**config.mk**
```make
export PLATFORM = sky130hd
export DESIGN_NAME = ps2_keyboard_rx
export DESIGN_NICKNAME = d
export VERILOG_FILES = /design/src/rtl/ps2_pkg.sv /design/src/rtl/ps2_line_filter.sv /design/src/rtl/ps2_keyboard_rx.sv
export SDC_FILE = /design/constraint.sdc
export NUM_CORES = 1
export LEC_CHECK = 0
export ABC_AREA = 1
export CAP_MARGIN = 20
export CORE_MARGIN = 2
export CORE_UTILIZATION = 50
export DETAILED_ROUTE_END_ITERATION = 16
export HOLD_SLACK_MARGIN = 0.03
export PLACE_DENSITY_LB_ADDON = 0.2
export SYNTH_ARGS = -nofsm -noshare
export SYNTH_HDL_FRONTEND = slang
export SYNTH_SLANG_ARGS = --single-unit
```
**constraint.sdc**
```tcl
create_clock -name clock_12 -period 2 [get_ports clock_12]
set_input_delay 0.2 -clock clock_12 [delete_from_list [all_inputs] [get_ports clock_12]]
set_output_delay 0.2 -clock clock_12 [all_outputs]
set_load 0.03 [all_outputs]
```
**src/rtl/ps2_pkg.sv**
```systemverilog
// rtl/ps2_pkg.sv - shared types and constants for the PS/2 keyboard receiver
package ps2_pkg;

  typedef enum logic [1:0] {
    IDLE,
    DATA,
    PARITY,
    STOP
  } ps2_state_e;

  localparam logic [7:0] PS2_PREFIX_EXT   = 8'hE0;
  localparam logic [7:0] PS2_PREFIX_BREAK = 8'hF0;

  localparam int PS2_FILTER_LEN     = 4;
  localparam int PS2_TIMEOUT_CYCLES = 1200;

  // Odd parity over the eight data bits plus the parity bit.
  function automatic logic ps2_parity_ok(input logic [7:0] data, input logic par);
    return ^{data, par};
  endfunction

endpackage

```
**src/rtl/ps2_line_filter.sv**
```systemverilog
// rtl/ps2_line_filter.sv - PS/2 pin synchronisers and ps2clk de-glitch filter
module ps2_line_filter
  import ps2_pkg::*;
#(
  parameter int FILTER_LEN = PS2_FILTER_LEN
) (
  input  logic clk_i,
  input  logic rst_i,
  input  logic ps2clk_i,
  input  logic ps2data_i,
  output logic data_sync_o,
  output logic fall_o
);

  localparam logic [FILTER_LEN-1:0] ALL_ONES = '1;

  logic                  clk_meta_q;
  logic                  clk_sync_q;
  logic                  data_meta_q;
  logic                  data_sync_q;
  logic [FILTER_LEN-1:0] filt_q;
  logic                  clk_filt_q;
  logic                  fall_q;

  // Two-flop synchronisers, then a history of clock samples; the filtered
  // clock only moves once the whole history agrees on the opposite level.
  always_ff @(posedge clk_i) begin
    if (rst_i) begin
      clk_meta_q  <= 1'b1;
      clk_sync_q  <= 1'b1;
      data_meta_q <= 1'b1;
      data_sync_q <= 1'b1;
      filt_q      <= ALL_ONES;
      clk_filt_q  <= 1'b1;
      fall_q      <= 1'b0;
    end else begin
      clk_meta_q  <= ps2clk_i;
      clk_sync_q  <= clk_meta_q;
      data_meta_q <= ps2data_i;
      data_sync_q <= data_meta_q;
      filt_q      <= {filt_q[FILTER_LEN-2:0], clk_sync_q};
      fall_q      <= 1'b0;
      if (filt_q == ALL_ONES) begin
        clk_filt_q <= 1'b1;
      end else if ((filt_q == '0) && clk_filt_q) begin
        clk_filt_q <= 1'b0;
        fall_q     <= 1'b1;
      end
    end
  end

  assign data_sync_o = data_sync_q;
  assign fall_o      = fall_q;

endmodule

```
**src/rtl/ps2_keyboard_rx.sv**
```systemverilog
// rtl/ps2_keyboard_rx.sv - PS/2 deframer with E0/F0 prefix folding; optional frame timeout via PS2_FRAME_TIMEOUT_EN
module ps2_keyboard_rx
  import ps2_pkg::*;
#(
  parameter int FILTER_LEN     = PS2_FILTER_LEN,
  parameter int TIMEOUT_CYCLES = PS2_TIMEOUT_CYCLES
) (
  input  logic       clock_12,
  input  logic       reset,
  input  logic       ps2clk,
  input  logic       ps2data,
  output logic [7:0] scan_code,
  output logic       scan_extended,
  output logic       scan_break,
  output logic       scan_valid,
  output logic       frame_error
);

  logic data_sync;
  logic fall;

  ps2_line_filter #(
    .FILTER_LEN (FILTER_LEN)
  ) u_filter (
    .clk_i       (clock_12),
    .rst_i       (reset),
    .ps2clk_i    (ps2clk),
    .ps2data_i   (ps2data),
    .data_sync_o (data_sync),
    .fall_o      (fall)
  );

  ps2_state_e state_q, state_d;
  logic [2:0] bit_cnt_q, bit_cnt_d;
  logic [7:0] shift_q, shift_d;
  logic       parity_q, parity_d;
  logic       ext_q, ext_d;
  logic       brk_q, brk_d;
  logic [7:0] code_q, code_d;
  logic       sext_q, sext_d;
  logic       sbrk_q, sbrk_d;
  logic       valid_q, valid_d;
  logic       err_q, err_d;

`ifdef PS2_FRAME_TIMEOUT_EN
  localparam int TMO_W = $clog2(TIMEOUT_CYCLES + 1);
  logic [TMO_W-1:0] tmo_q, tmo_d;
`else
  logic unused_timeout;
  assign unused_timeout = (TIMEOUT_CYCLES != 0);
`endif

  // State and output registers; reset abandons any frame without an error.
  always_ff @(posedge clock_12) begin
    if (reset) begin
      state_q   <= IDLE;
      bit_cnt_q <= 3'd0;
      shift_q   <= 8'h00;
      parity_q  <= 1'b0;
      ext_q     <= 1'b0;
      brk_q     <= 1'b0;
      code_q    <= 8'h00;
      sext_q    <= 1'b0;
      sbrk_q    <= 1'b0;
      valid_q   <= 1'b0;
      err_q     <= 1'b0;
`ifdef PS2_FRAME_TIMEOUT_EN
      tmo_q     <= '0;
`endif
    end else begin
      state_q   <= state_d;
      bit_cnt_q <= bit_cnt_d;
      shift_q   <= shift_d;
      parity_q  <= parity_d;
      ext_q     <= ext_d;
      brk_q     <= brk_d;
      code_q    <= code_d;
      sext_q    <= sext_d;
      sbrk_q    <= sbrk_d;
      valid_q   <= valid_d;
      err_q     <= err_d;
`ifdef PS2_FRAME_TIMEOUT_EN
      tmo_q     <= tmo_d;
`endif
    end
  end

  // Frame sequencing on filtered clock falls; prefixes become flags on the next real code.
  always_comb begin
    state_d   = state_q;
    bit_cnt_d = bit_cnt_q;
    shift_d   = shift_q;
    parity_d  = parity_q;
    ext_d     = ext_q;
    brk_d     = brk_q;
    code_d    = code_q;
    sext_d    = sext_q;
    sbrk_d    = sbrk_q;
    valid_d   = 1'b0;
    err_d     = 1'b0;
`ifdef PS2_FRAME_TIMEOUT_EN
    tmo_d     = tmo_q;
`endif
    if (fall) begin
      unique case (state_q)
        IDLE: begin
          if (!data_sync) begin
            state_d   = DATA;
            bit_cnt_d = 3'd0;
          end
        end
        DATA: begin
          shift_d   = {data_sync, shift_q[7:1]};
          bit_cnt_d = bit_cnt_q + 3'd1;
          if (bit_cnt_q == 3'd7) begin
            state_d = PARITY;
          end
        end
        PARITY: begin
          parity_d = data_sync;
          state_d  = STOP;
        end
        STOP: begin
          state_d = IDLE;
          if (ps2_parity_ok(shift_q, parity_q) && data_sync) begin
            if (shift_q == PS2_PREFIX_EXT) begin
              ext_d = 1'b1;
            end else if (shift_q == PS2_PREFIX_BREAK) begin
              brk_d = 1'b1;
            end else begin
              code_d  = shift_q;
              sext_d  = ext_q;
              sbrk_d  = brk_q;
              valid_d = 1'b1;
              ext_d   = 1'b0;
              brk_d   = 1'b0;
            end
          end else begin
            err_d = 1'b1;
            ext_d = 1'b0;
            brk_d = 1'b0;
          end
        end
        default: state_d = IDLE;
      endcase
    end
`ifdef PS2_FRAME_TIMEOUT_EN
    if (fall || (state_q == IDLE)) begin
      tmo_d = '0;
    end else if (tmo_q == TMO_W'(TIMEOUT_CYCLES - 1)) begin
      tmo_d   = '0;
      state_d = IDLE;
      err_d   = 1'b1;
      ext_d   = 1'b0;
      brk_d   = 1'b0;
    end else begin
      tmo_d = tmo_q + 1'b1;
    end
`endif
  end

  assign scan_code     = code_q;
  assign scan_extended = sext_q;
  assign scan_break    = sbrk_q;
  assign scan_valid    = valid_q;
  assign frame_error   = err_q;

endmodule

```
==> summary.txt, run 1 <==
Global routing
  – Total Routing Usage GR: 18.3%
  – Grt ovf: 0
  – Largest net degree at the start of global routing: 21
  – Number of antenna violations at the first check in global routing: 0
  – Met3 Resource Use GR: 5.89%
  – Number of global-route vias before repair: ~1,300
  – GRT met2 Usage: between 30% and 40%
  – Global route hottest layer: met2
  – Met1 usage: 21.5%
  – First-pass GRT wire length: roughly 5600 µm

CTS
  – H-Tree Depth: 2
  – Clock-pin slew on the worst setup and hold paths: 120 ps
  – TritonCTS sink count: 38
  – Hold buffer count at CTS: 0
  – Setup Fix Bufs, Post-CTS: 0
  – Clock latency on the worst-skew pair: 360 ps
  – Cts bufs inserted: 5
  – TritonCTS clock tree: built
  – Root Buffer: clkbuf_4
  – CTS Buffer Depth: 2

Setup path
  – CP endpoint kind: register
  – Worst reg2reg path depth: 12
  – Worst reg2reg endpoint: scan_break
  – Reg2reg start: shift_q[6]
  – Worst-path cell chain: inv_2 -> nand2_1 -> nand2_1 -> nand2_1 -> nand3_1 -> nand2_1 -> nand2_1 -> nand2_2 -> nand3_4 -> nand2_2 -> inv_1 -> nor2_1
  – CP max stage delay: approximately 440 ps
  – CP startpoint: shift_q[6]
  – WS Path Type: register to register
  – Worst Path Arrival: around 2000 ps
  – Crit path max-delay cell type: dfxtp_1
  – CP most frequent cell: nand2_1
  – Termination of the worst setup path: scan_break
  – Crit-path max FO: 13
  – CP startpoint kind: register
  – CP required: 2300 ps
  – Worst reg-to-reg setup slack: roughly 320 ps

Finish
  – Final core utilization: around three fifths
  – Fin area: between 2000 and 2500 µm²
  – Nets@finish: 272
  – Share of cells above drive strength 1: around an eighth
  – Antenna diode count: 0
  – Area Growth Syn to Fin: 15.2%
  – Fillers: 340

Logic synthesis
  – Synth cell count leaders: 60 x nand2_1, 40 x inv_1, 38 x dfxtp_1
  – Mapped cell area: 1770 µm²
  – Main synth FF type: dfxtp_1
  – Synthesis Warnings: 0
  – Dominant cell by count in the synthesized netlist: nand2_1
  – Mapped Nets: ~260
  – Seq/Total Area, Yosys: a little over two fifths
  – Unique masters post-synth: 25
  – EDFF count, synth: 0
  – Synth async-reset ratio: 0%
  – Cell taking the most area after synthesis: dfxtp_1
  – Top cells by area, synth: dfxtp_1 43%, nand2_1 13%, inv_1 8.5%
  – Syn avg cell area: 7.16 µm²
  – Yosys top cell area share: around 43%
  – Post-Synthesis Cells: around 250
  – #FFs+latches synth: 38

Placed design
  – Placed cell area: ~1900 µm²
  – I/O Buffers: 15
  – Half-perimeter wire length after placement: 2380 µm
  – Placer Congestion: 0.854

Worst hold path
  – Hold WC Path Type: input pin to register

Detailed routing
  – Iteration-0 DRC Markers: 70
  – Routed via count: roughly 1,500
  – Via/cell ratio: 4.75
  – Drt drc: 0
  – Antenna viol nets, final: 0
  – WL per Instance: between 10 and 15 µm
  – DR pass1 iterations: 4
  – WL final: ~3200 µm

Timing
  – Tmin final: approximately 1700 ps
  – Fin crit share: 84.2%
  – RSZ-0062 raised after global routing: no
  – Worst-margin pin slew: about 560 ps
  – Final setup TNS: 0 ps
  – Slew HR: about 62%
  – Setup Skew: 9.89 ps
  – Fmax: 0.594 GHz
  – Final Setup Violations: 0
  – Final hold slack: between 400 and 500 ps
  – Max-slew violation count: 0
  – Final Hold Fails: 0

Power
  – Peak supply drop: just over 300 µV
  – Leak: between 0.8 and 0.9 nW
  – Pwr/cell area: between 600 and 700 nW/µm²
  – Overall power: about 1.3 mW

Die
  – DIE AREA: 4030 µm²
  – Chip Height: ~63 µm
  – Initial Util: 52.6%
  – Die extent in x: ~63 µm
  – Top Ports: 16
  – Core ar.: between 3000 and 4000 µm²
  – Std cell rows: 21

Job
  – Max cap viols: 0

Outcome
  – Status: finished clean
[where the power goes]
group	switching, mW	internal, mW
registers	0.00149	0.761
clock network	0.269	0.262
logic	0.0215	0.0153
total	0.292	1.04
[worst max-delay path, delay by kind of cell (launching register included)]
family,cells,cell delay [ps]
and+or+nand+nor,10,1060
DFF,1,440
buffers and inverters,2,120
[repair_timing]
item	in CTS	in global routing
resized for setup	0	1
endpoints found under the setup margin	0	8
hold endpoints to repair	0	0
[cell type report]
class                   instances  area [µm²]  share of cell area, %
clock buffers                   5        37.5                   1.84
clock inverters                 3        45.0                   2.21
inverters                      42         158                   7.74
multi-input cells             157         806                   39.6
flip-flops and latches         38         761                   37.3
well taps                      46        57.6                   2.83
repair buffers                 18         173                   8.48
[sequential cells by signal, indices dropped and copies added (netlist names)]
name	flops
frame_error	1
scan_break	1
brk_q	1
u_filter.clk_sync_q	1
u_filter.clk_meta_q	1
ext_q	1
scan_code	8
bit_cnt_q	3
u_filter.data_meta_q	1
u_filter.filt_q	4
u_filter.data_sync_o	1
u_filter.clk_filt_q	1
scan_valid	1
parity_q	1
scan_extended	1
u_filter.fall_o	1
shift_q	8
state_q	2
[through the flow]
stage                     std cells  setup slack, ps
after global placement          301              272
after floorplan                 247              656
final                           309              316
after detailed placement        301              253
after CTS                       309              223
after global routing            309             85.5
[worst min-delay path by stage]
stage / start / to / slack [ps] / depth (start not counted)
3_3_place_gp: u_filter.clk_sync_q / u_filter.filt_q[0] / 390 / 1
6_report: ps2clk / u_filter.clk_meta_q / 400 / 2
2_1_floorplan: ps2clk / u_filter.clk_meta_q / 300 / 1
3_5_place_dp: u_filter.data_meta_q / u_filter.data_sync_o / 400 / 1
5_1_grt: ps2clk / u_filter.clk_meta_q / 400 / 2
4_1_cts: ps2clk / u_filter.clk_meta_q / 380 / 2
[cell usage in the layout, fill, tap and decap left out, types with 3 or more instances in the layout]
master	Yosys	final
nand2_1	60	60
inv_1	40	40
dfxtp_1	38	38
nor2_1	18	18
clkdlybuf4s50_1	0	15
a21oi_1	13	13
o21ai_0	12	12
nand4_1	10	10
nand2_2	9	9
nand3_1	8	8
or2_2	8	8
ha_1	6	6
clkbuf_4	0	5
nor4_1	3	3
buf_4	1	3
[kinds of logic (layout without fill, tap and decap cells)]
group                      Yosys count  after routing  share of synthesized area, %
adders and majority gates            6              6                          4.25
AOI/OAI and AO/OA                   28             28                          8.49
buffers and inverters               52             68                          11.8
DFF                                 38             38                          43.0
xor gates and xnor gates             3              3                          1.49
and+or+nand+nor                    120            120                          30.9
[routing by layer]
layer,up-vias,share of wire [%]
met5,-,0
met4,0,2.3
met3,6,3.0
met2,15,46
met1,647,49
li1,801,-
No activity file was read; power rests on OpenSTA's default activity.
==> run 2, diff against run 1 <==
==> constraint.sdc (replaced) <==
create_clock -name clock_12 -period 1.6 [get_ports clock_12]
set_input_delay 0.16 -clock clock_12 [delete_from_list [all_inputs] [get_ports clock_12]]
set_output_delay 0.16 -clock clock_12 [all_outputs]
set_load 0.03 [all_outputs]
==> run 2 against run 1 <==
  * Combinational power rose by 26%
  * Sequential power rose by 25%
  * Worst setup slack worse by 240 ps
  * Non-clock buffer count is 11 higher
  * Sequential share of layout area shrank 2.3 points
  * Power increased by 15%
  * Register-to-register slack got worse by 210 ps
  * Clock skew barely moved
  * Highest routed layer unchanged
==> summary.txt, run 2 (synthesis results as in run 1) <==
Outcome
  – Status: finished clean

Setup path
  – WP buf/inv: 1 (-1)
  – Worst Path Arrival: 1360 ps (-620 ps)
  – CP endpoint kind: output port
  – Crit path max-delay cell type: clkdlybuf4s50_1
  – CP startpoint: scan_code[4]
  – Worst-path cell chain: clkdlybuf4s50_1
  – CP max stage delay: 670 ps (+230 ps)
  – Crit-path max FO: 2 (-11)
  – Reg2reg start: shift_q[2]
  – Delay-heaviest family, CP: buffers and inverters
  – WS Path Type: register to output port
  – CP required: 1440 ps (-860 ps)
  – CP startpoint kind: register

Finish
  – Nets@finish: 284 (+4.4%)
  – Area Growth Syn to Fin: 24.8%
  – Antenna diode count: 0 (unchanged)
  – Sequential Area: 773 µm² (+1.6%)
  – Commonest cells after routing, fill and taps aside: 56 x nand2_1, 38 x inv_1, 30 x dfxtp_1
  – Most common cell after layout, fill and taps aside: nand2_1
  – Share of cells above drive strength 1: 22.2% (+10 points)
  – Final std cells w/o fill: 321 (+3.9%)
  – Multi-input gate area: 858 µm² (+6.5%)
  – Fillers: 329 (-3.2%)

Global routing
  – Largest net degree at the start of global routing: 21 (unchanged)
  – First-pass GRT wire length: 5620 µm (-0.37%)
  – Total Routing Usage GR: 17.5% (-0.86 points)
  – Grt ovf: 0 (unchanged)
  – Number of antenna violations at the first check in global routing: 0 (unchanged)
  – Number of global-route vias before repair: 1,353 (+1.7%)

Timing
  – Fmax: ~0.66 GHz
  – Final Setup Violations: 0 (unchanged)
  – Final setup TNS: 0 ps (unchanged)
  – Final Hold Fails: 0 (unchanged)
  – RSZ-0062 raised after global routing: yes
  – Tmin final: between 1500 and 2000 ps
  – Max-slew violation count: 0 (unchanged)
  – Fin crit share: about 95%
  – Setup Skew: 9.95 ps (+0.0593 ps)
  – Slack of the critical path: 77.2 ps (-239 ps)
  – Slew HR: 70.1% (+7.7 points)
  – Worst-margin pin slew: 448 ps (-116 ps)

CTS
  – Clock-pin slew on the worst setup and hold paths: 120 ps (about the same)
  – Cts bufs inserted: 5 (unchanged)
  – Root Buffer: clkbuf_4
  – TritonCTS sink count: 38 (unchanged)
  – H-Tree Depth: 2 (unchanged)
  – TritonCTS clock tree: built
  – CTS Buffer Depth: 2 (unchanged)
  – Clock latency on the worst-skew pair: 340 ps (-20 ps)
  – Hold buffer count at CTS: 0 (unchanged)

Die
  – Chip Height: 63.5 µm (unchanged)
  – Initial Util: 52.6% (unchanged)
  – DIE AREA: 4030 µm² (unchanged)
  – Core ar.: 3360 µm² (unchanged)
  – Die extent in x: 63.5 µm (unchanged)
  – Std cell rows: 21 (unchanged)
  – Top Ports: 16 (unchanged)

Detailed routing
  – Max layer used: met4
  – WL final: 3460 µm (+7.1%)
  – WL per Instance: 10.8 µm (+3.1%)
  – Antenna viol nets, final: 0 (unchanged)
  – Routed via count: 1,544 (+5.1%)
  – Drt drc: 0 (unchanged)
  – Met3 WL: 97 µm (+1.0%)
  – Met2 WL: 1670 µm (+12%)
  – Via/cell ratio: 4.81 (+1.2%)
  – Wl on met1: 1640 µm (+4.7%)
  – DR pass1 iterations: 4 (unchanged)
  – Iteration-0 DRC Markers: 43 (-39%)

Job
  – Max cap viols: 0 (unchanged)

Placed design
  – I/O Buffers: 15 (unchanged)
  – Dpl cells: 308 (+2.3%)
  – Placer Congestion: 0.852 (-0.19%)
  – Half-perimeter wire length after placement: 2430 µm (+2.2%)
  – Pre-CTS WS: -56.6 ps (-310 ps)

Power
  – Peak supply drop: 593 µV (+93%)
  – Overall power: 1.53 mW (+15%)
  – Leak: 0.985 nW (+12%)
  – Pwr/cell area: 695 nW/µm² (+6.4%)

Worst hold path
  – Hold WC Path Type: input pin to register
  – Worst Hold Launch: ps2data
==> run 2: changes by cell type in the layout (fill, tap and decap cells not counted), moves of 2 or more <==
| cell | change |
|---|---|
| buf_4 | +8 |
| nand2_2 | +3 |
| dfxtp_2 | +7 |
| inv_1 | -2 |
| dfxtp_1 | -8 |
| dlymetal6s2s_1 | +2 |
| clkdlybuf4s50_1 | -2 |
| nand2_1 | -4 |
==> run 2: layout make-up <==
type                            instances  area share, %
Timing Repair Buffer                   29           13.3
Tap cell                               46           2.61
Clock buffer                            6           2.32
Sequential cell                        38           35.0
Multi-Input combinational cell        158           38.9
Clock inverter                          2          0.567
Inverter                               42           7.26
==> run 2: path summary, 6_finish.rpt <==
kind / cells past startpoint / slack (ps) / endpoint
max reg2reg: 14 / 110 / brk_q
min reg2reg: 1 / 420 / u_filter.clk_sync_q
min: 2 / 380 / u_filter.data_meta_q
max: 1 / 80 / scan_code[4]
==> run 2: metrics by stage <==
step | hold WS (ps) | area [µm²] | util [%]
4_1_cts | 371 | 2080 | 61.9
5_1_grt | 367 | 2210 | 65.6
3_3_place_gp | 392 | 2010 | 59.8
3_5_place_dp | 398 | 2010 | 59.8
2_1_floorplan | 264 | 1770 | -
6_report | 377 | 2210 | 65.6
==> run 2: report_power, final <==
part | total (mW) | switching [mW] | leakage, nW | internal [mW]
sequential | 0.955 | 0.00504 | 0.312 | 0.950
combinational | 0.0464 | 0.0242 | 0.639 | 0.0222
clock | 0.533 | 0.321 | 0.0343 | 0.211
total | 1.53 | 0.350 | 0.985 | 1.18
==> run 2: layer usage <==
| layer | track usage, % | vias up |
|---|---|---|
| met5 | 0 | - |
| met4 | 6.52 | 0 |
| met3 | 3.75 | 7 |
| met2 | 30.5 | 21 |
| met1 | 20.9 | 693 |
| li1 | - | 823 |
==> run 2: repair_timing <==
| action | in CTS | in global routing |
|---|---|---|
| resized for setup | 1 | 24 |
| cloned | 0 | 2 |
| pin swaps | 0 | 5 |
| hold endpoints to repair | 0 | 0 |
| setup buffers | 0 | 3 |
| setup endpoints to repair | 10 | 15 |
==> run 3, diff against run 2 <==
--- a/config.mk
+++ b/config.mk
@@ -8,10 +8,11 @@
 export ABC_AREA = 1
 export CAP_MARGIN = 20
 export CORE_MARGIN = 2
-export CORE_UTILIZATION = 50
+export CORE_UTILIZATION = 55
 export DETAILED_ROUTE_END_ITERATION = 16
 export HOLD_SLACK_MARGIN = 0.03
 export PLACE_DENSITY_LB_ADDON = 0.2
 export SYNTH_ARGS = -nofsm -noshare
 export SYNTH_HDL_FRONTEND = slang
+export SYNTH_HIERARCHICAL = 1
 export SYNTH_SLANG_ARGS = --single-unit
==> run 3 against run 2 <==
  * Power fell by 1.2%
  * Sequential cell count is the same
  * Area after synthesis increased by 1.8%
  * Critical path depth unchanged
  * Synthesized cell count is the same
  * Global-route usage up 3.2 points
  * Core utilization grew 2.8 points
  * Combinational power decreased by 21%
  * Critical path type unchanged
  * Critical endpoint is now scan_code[0]
  * Largest power group unchanged
==> summary.txt, run 3 <==
Job
  – Max cap viols: 0 (unchanged)

CTS
  – TritonCTS clock tree: built
  – H-Tree Depth: 2 (unchanged)
  – Cts bufs inserted: 5 (unchanged)
  – Root Buffer: clkbuf_4
  – TritonCTS sink count: 38 (unchanged)
  – Clock-pin slew on the worst setup and hold paths: 110 ps (about the same)
  – CTS Buffer Depth: 2 (unchanged)
  – Hold buffer count at CTS: 0 (unchanged)
  – Clock latency on the worst-skew pair: 340 ps (about the same)

Setup path
  – CP endpoint kind: output port
  – Worst reg-to-reg setup slack: 150 ps (+40 ps)
  – WS Path Type: register to output port
  – Reg2reg start: shift_q[5]
  – Crit-path max FO: 2 (unchanged)
  – CP required: 1440 ps (about the same)
  – Crit path max-delay cell type: clkdlybuf4s50_1
  – Termination of the worst setup path: scan_code[0]
  – Worst Path Arrival: 1360 ps (about the same)
  – Total number of cells along the worst setup path: 1 (unchanged)
  – WP buf/inv: 1 (unchanged)
  – Worst-path cell chain: clkdlybuf4s50_1
  – Worst reg2reg endpoint: scan_code[7]
  – Delay-heaviest family, CP: buffers and inverters
  – CP startpoint: scan_code[0]
  – CP startpoint kind: register
  – CP max stage delay: 670 ps (about the same)
  – Worst reg2reg path depth: 8 (-6)

Finish
  – Fillers: 263 (-20%)
  – Commonest cells after routing, fill and taps aside: 58 x nand2_1, 35 x nor2_1, 30 x dfxtp_1
  – Most common cell after layout, fill and taps aside: nand2_1
  – Nets@finish: 278 (-2.1%)
  – Area Growth Syn to Fin: 17.0%
  – Share of cells above drive strength 1: 17.1% (-5.1 points)
  – Antenna diode count: 0 (unchanged)

Die
  – Std cell rows: 20 (-4.8%)
  – Chip Height: 61.2 µm (-3.6%)
  – Core ar.: 3080 µm² (-8.5%)
  – Die extent in x: 61.2 µm (-3.6%)
  – Top Ports: 16 (unchanged)
  – Initial Util: 58.5% (+5.9 points)
  – DIE AREA: 3740 µm² (-7.0%)

Logic synthesis
  – Yosys top cell area share: 42.3% (-0.75 points)
  – #FFs+latches synth: 38 (unchanged)
  – Syn avg cell area: 7.28 µm² (+1.8%)
  – Unique masters post-synth: 28 (+12%)
  – Mapped Nets: 257 (unchanged)
  – Mapped cell area: 1800 µm² (+1.8%)
  – EDFF count, synth: 0 (unchanged)
  – Post-Synthesis Cells: 247 (unchanged)
  – Main synth FF type: dfxtp_1
  – Dominant cell by count in the synthesized netlist: nand2_1
  – Synthesis Warnings: 6 (+6)
  – Synth async-reset ratio: 0% (unchanged)
  – Seq/Total Area, Yosys: 42.3% (-0.75 points)
  – Synth cell count leaders: 58 x nand2_1, 38 x dfxtp_1, 36 x nor2_1
  – Top cells by area, synth: dfxtp_1 42%, nand2_1 12%, nor2_1 7.5%
  – Cell taking the most area after synthesis: dfxtp_1

Global routing
  – First-pass GRT wire length: 5630 µm (+0.25%)
  – Number of antenna violations at the first check in global routing: 0 (unchanged)
  – Total Routing Usage GR: 20.7% (+3.2 points)
  – Grt ovf: 0 (unchanged)
  – Number of global-route vias before repair: 1,344 (-0.67%)
  – Largest net degree at the start of global routing: 22 (+4.8%)

Timing
  – RSZ-0062 raised after global routing: no
  – Final setup TNS: 0 ps (unchanged)
  – Final hold slack: 375 ps (-2.60 ps)
  – Fin crit share: 94.8% (-0.40 points)
  – Worst-margin pin slew: 353 ps (-94.9 ps)
  – Fmax: 0.659 GHz (+0.42%)
  – Setup Skew: 6.43 ps (-3.52 ps)
  – Final Setup Violations: 0 (unchanged)
  – Tmin final: 1520 ps (-6.42 ps)
  – Max-slew violation count: 0 (unchanged)
  – Slew HR: 76.2% (+6.2 points)
  – Final Hold Fails: 0 (unchanged)

Detailed routing
  – Iteration-0 DRC Markers: 52 (+21%)
  – Antenna viol nets, final: 0 (unchanged)
  – Via/cell ratio: 4.75 (-1.3%)
  – Drt drc: 0 (unchanged)
  – DR pass1 iterations: 4 (unchanged)
  – WL per Instance: 10.1 µm (-6.3%)
  – Routed via count: 1,486 (-3.8%)
  – WL final: 3160 µm (-8.7%)

Outcome
  – Status: finished clean

Power
  – Peak supply drop: 614 µV (+3.4%)
  – Pwr/cell area: 720 nW/µm² (+3.6%)
  – Sequential group share of total power: 62.9% (+0.7 points)
  – Combinational Power Share: 2.4% (-0.6 points)
  – Clock group share of total power: 34.7% (about the same)
  – Switch share: 22.4% (-0.47 points)
  – Leak: 1.05 nW (+6.4%)
  – Internal Power: 1.18 mW (-0.56%)
  – Switching pwr: 339 µW (-3.2%)

Placed design
  – I/O Buffers: 15 (unchanged)
  – Half-perimeter wire length after placement: 2290 µm (-6.1%)
  – Placer Congestion: 0.834 (-2.2%)

Worst hold path
  – Worst Hold Launch: ps2data
  – Hold WC Path Type: input pin to register
==> run 3: cell count changes after synthesis, moves of 5 or more <==
cell and delta:
or2_1 +8, nand4_1 -7, inv_1 -10, or2_2 -8
nor2_1 +18, nand2_2 -5
==> run 3: stage by stage <==
step	setup WS (ps)	cell area, µm²	cells	utilization (%)	power (mW)
final	83.6	2110	313	68.4	1.52
after global routing	0.300	2110	313	68.4	1.59
after CTS	66.3	2070	313	67.3	1.54
after detailed placement	86.9	2010	305	65.2	1.01
after global placement	118	2010	305	65.2	1.01
after floorplan	209	1800	247	-	0.997
==> run 3: layout make-up <==
cell class	count	area, µm²	share of cell area, %
tap	44	55.1	2.61
clock buffer	6	51.3	2.44
inverter	31	116	5.53
clock inverter	2	12.5	0.594
multi-input combinational	167	866	41.1
sequential	38	773	36.7
timing repair buffer	25	231	11.0
==> run 3: kinds of logic (layout without fill, tap and decap cells) <==
group                    Yosys count  count (layout)  synth area share, %
XOR/XNOR                           6               6                 2.92
AO/OA/AOI/OAI                     26              26                 7.37
AND/OR/NAND/NOR                  129             129                 32.8
adder cells (fa/ha/maj)            6               6                 4.17
flip-flops                        38              38                 42.3
buffers and inverters             42              64                 10.4
==> run 3: per-layer routing <==
| layer | global-route usage (%) | wire, µm |
|---|---|---|
| met1 | 25.6 | 1500 |
| met2 | 33.1 | 1490 |
| met3 | 7.56 | 115 |
| met4 | 7.45 | 55 |
| met5 | 0 | 0 |
==> run 3: power by group through the flow <==
stage               Sequential [mW]  Clock, mW  Combinational [mW]
finish                        0.954      0.526              0.0366
global route                  0.956      0.591              0.0420
CTS                           0.956      0.544              0.0373
detailed placement            0.978          0              0.0372
global placement              0.977          0              0.0362
floorplan                     0.975          0              0.0221
==> run 3: worst min-delay path by stage <==
stage                                 to  cells after the start  slack (ps)
finish              u_filter/data_meta_q                      2         370
global route         u_filter/clk_meta_q                      2         370
detailed placement    u_filter/filt_q[0]                      1         400
floorplan            u_filter/clk_filt_q                      2         250
global placement    u_filter/data_sync_o                      1         380
CTS                 u_filter/data_meta_q                      2         370
==> run 3: what timing repair did <==
item                                    4_1_cts  5_1_grt
endpoints found under the setup margin        1       10
endpoints found under the hold margin         0        0
buffers inserted                              0        0
resized for setup                             1       16
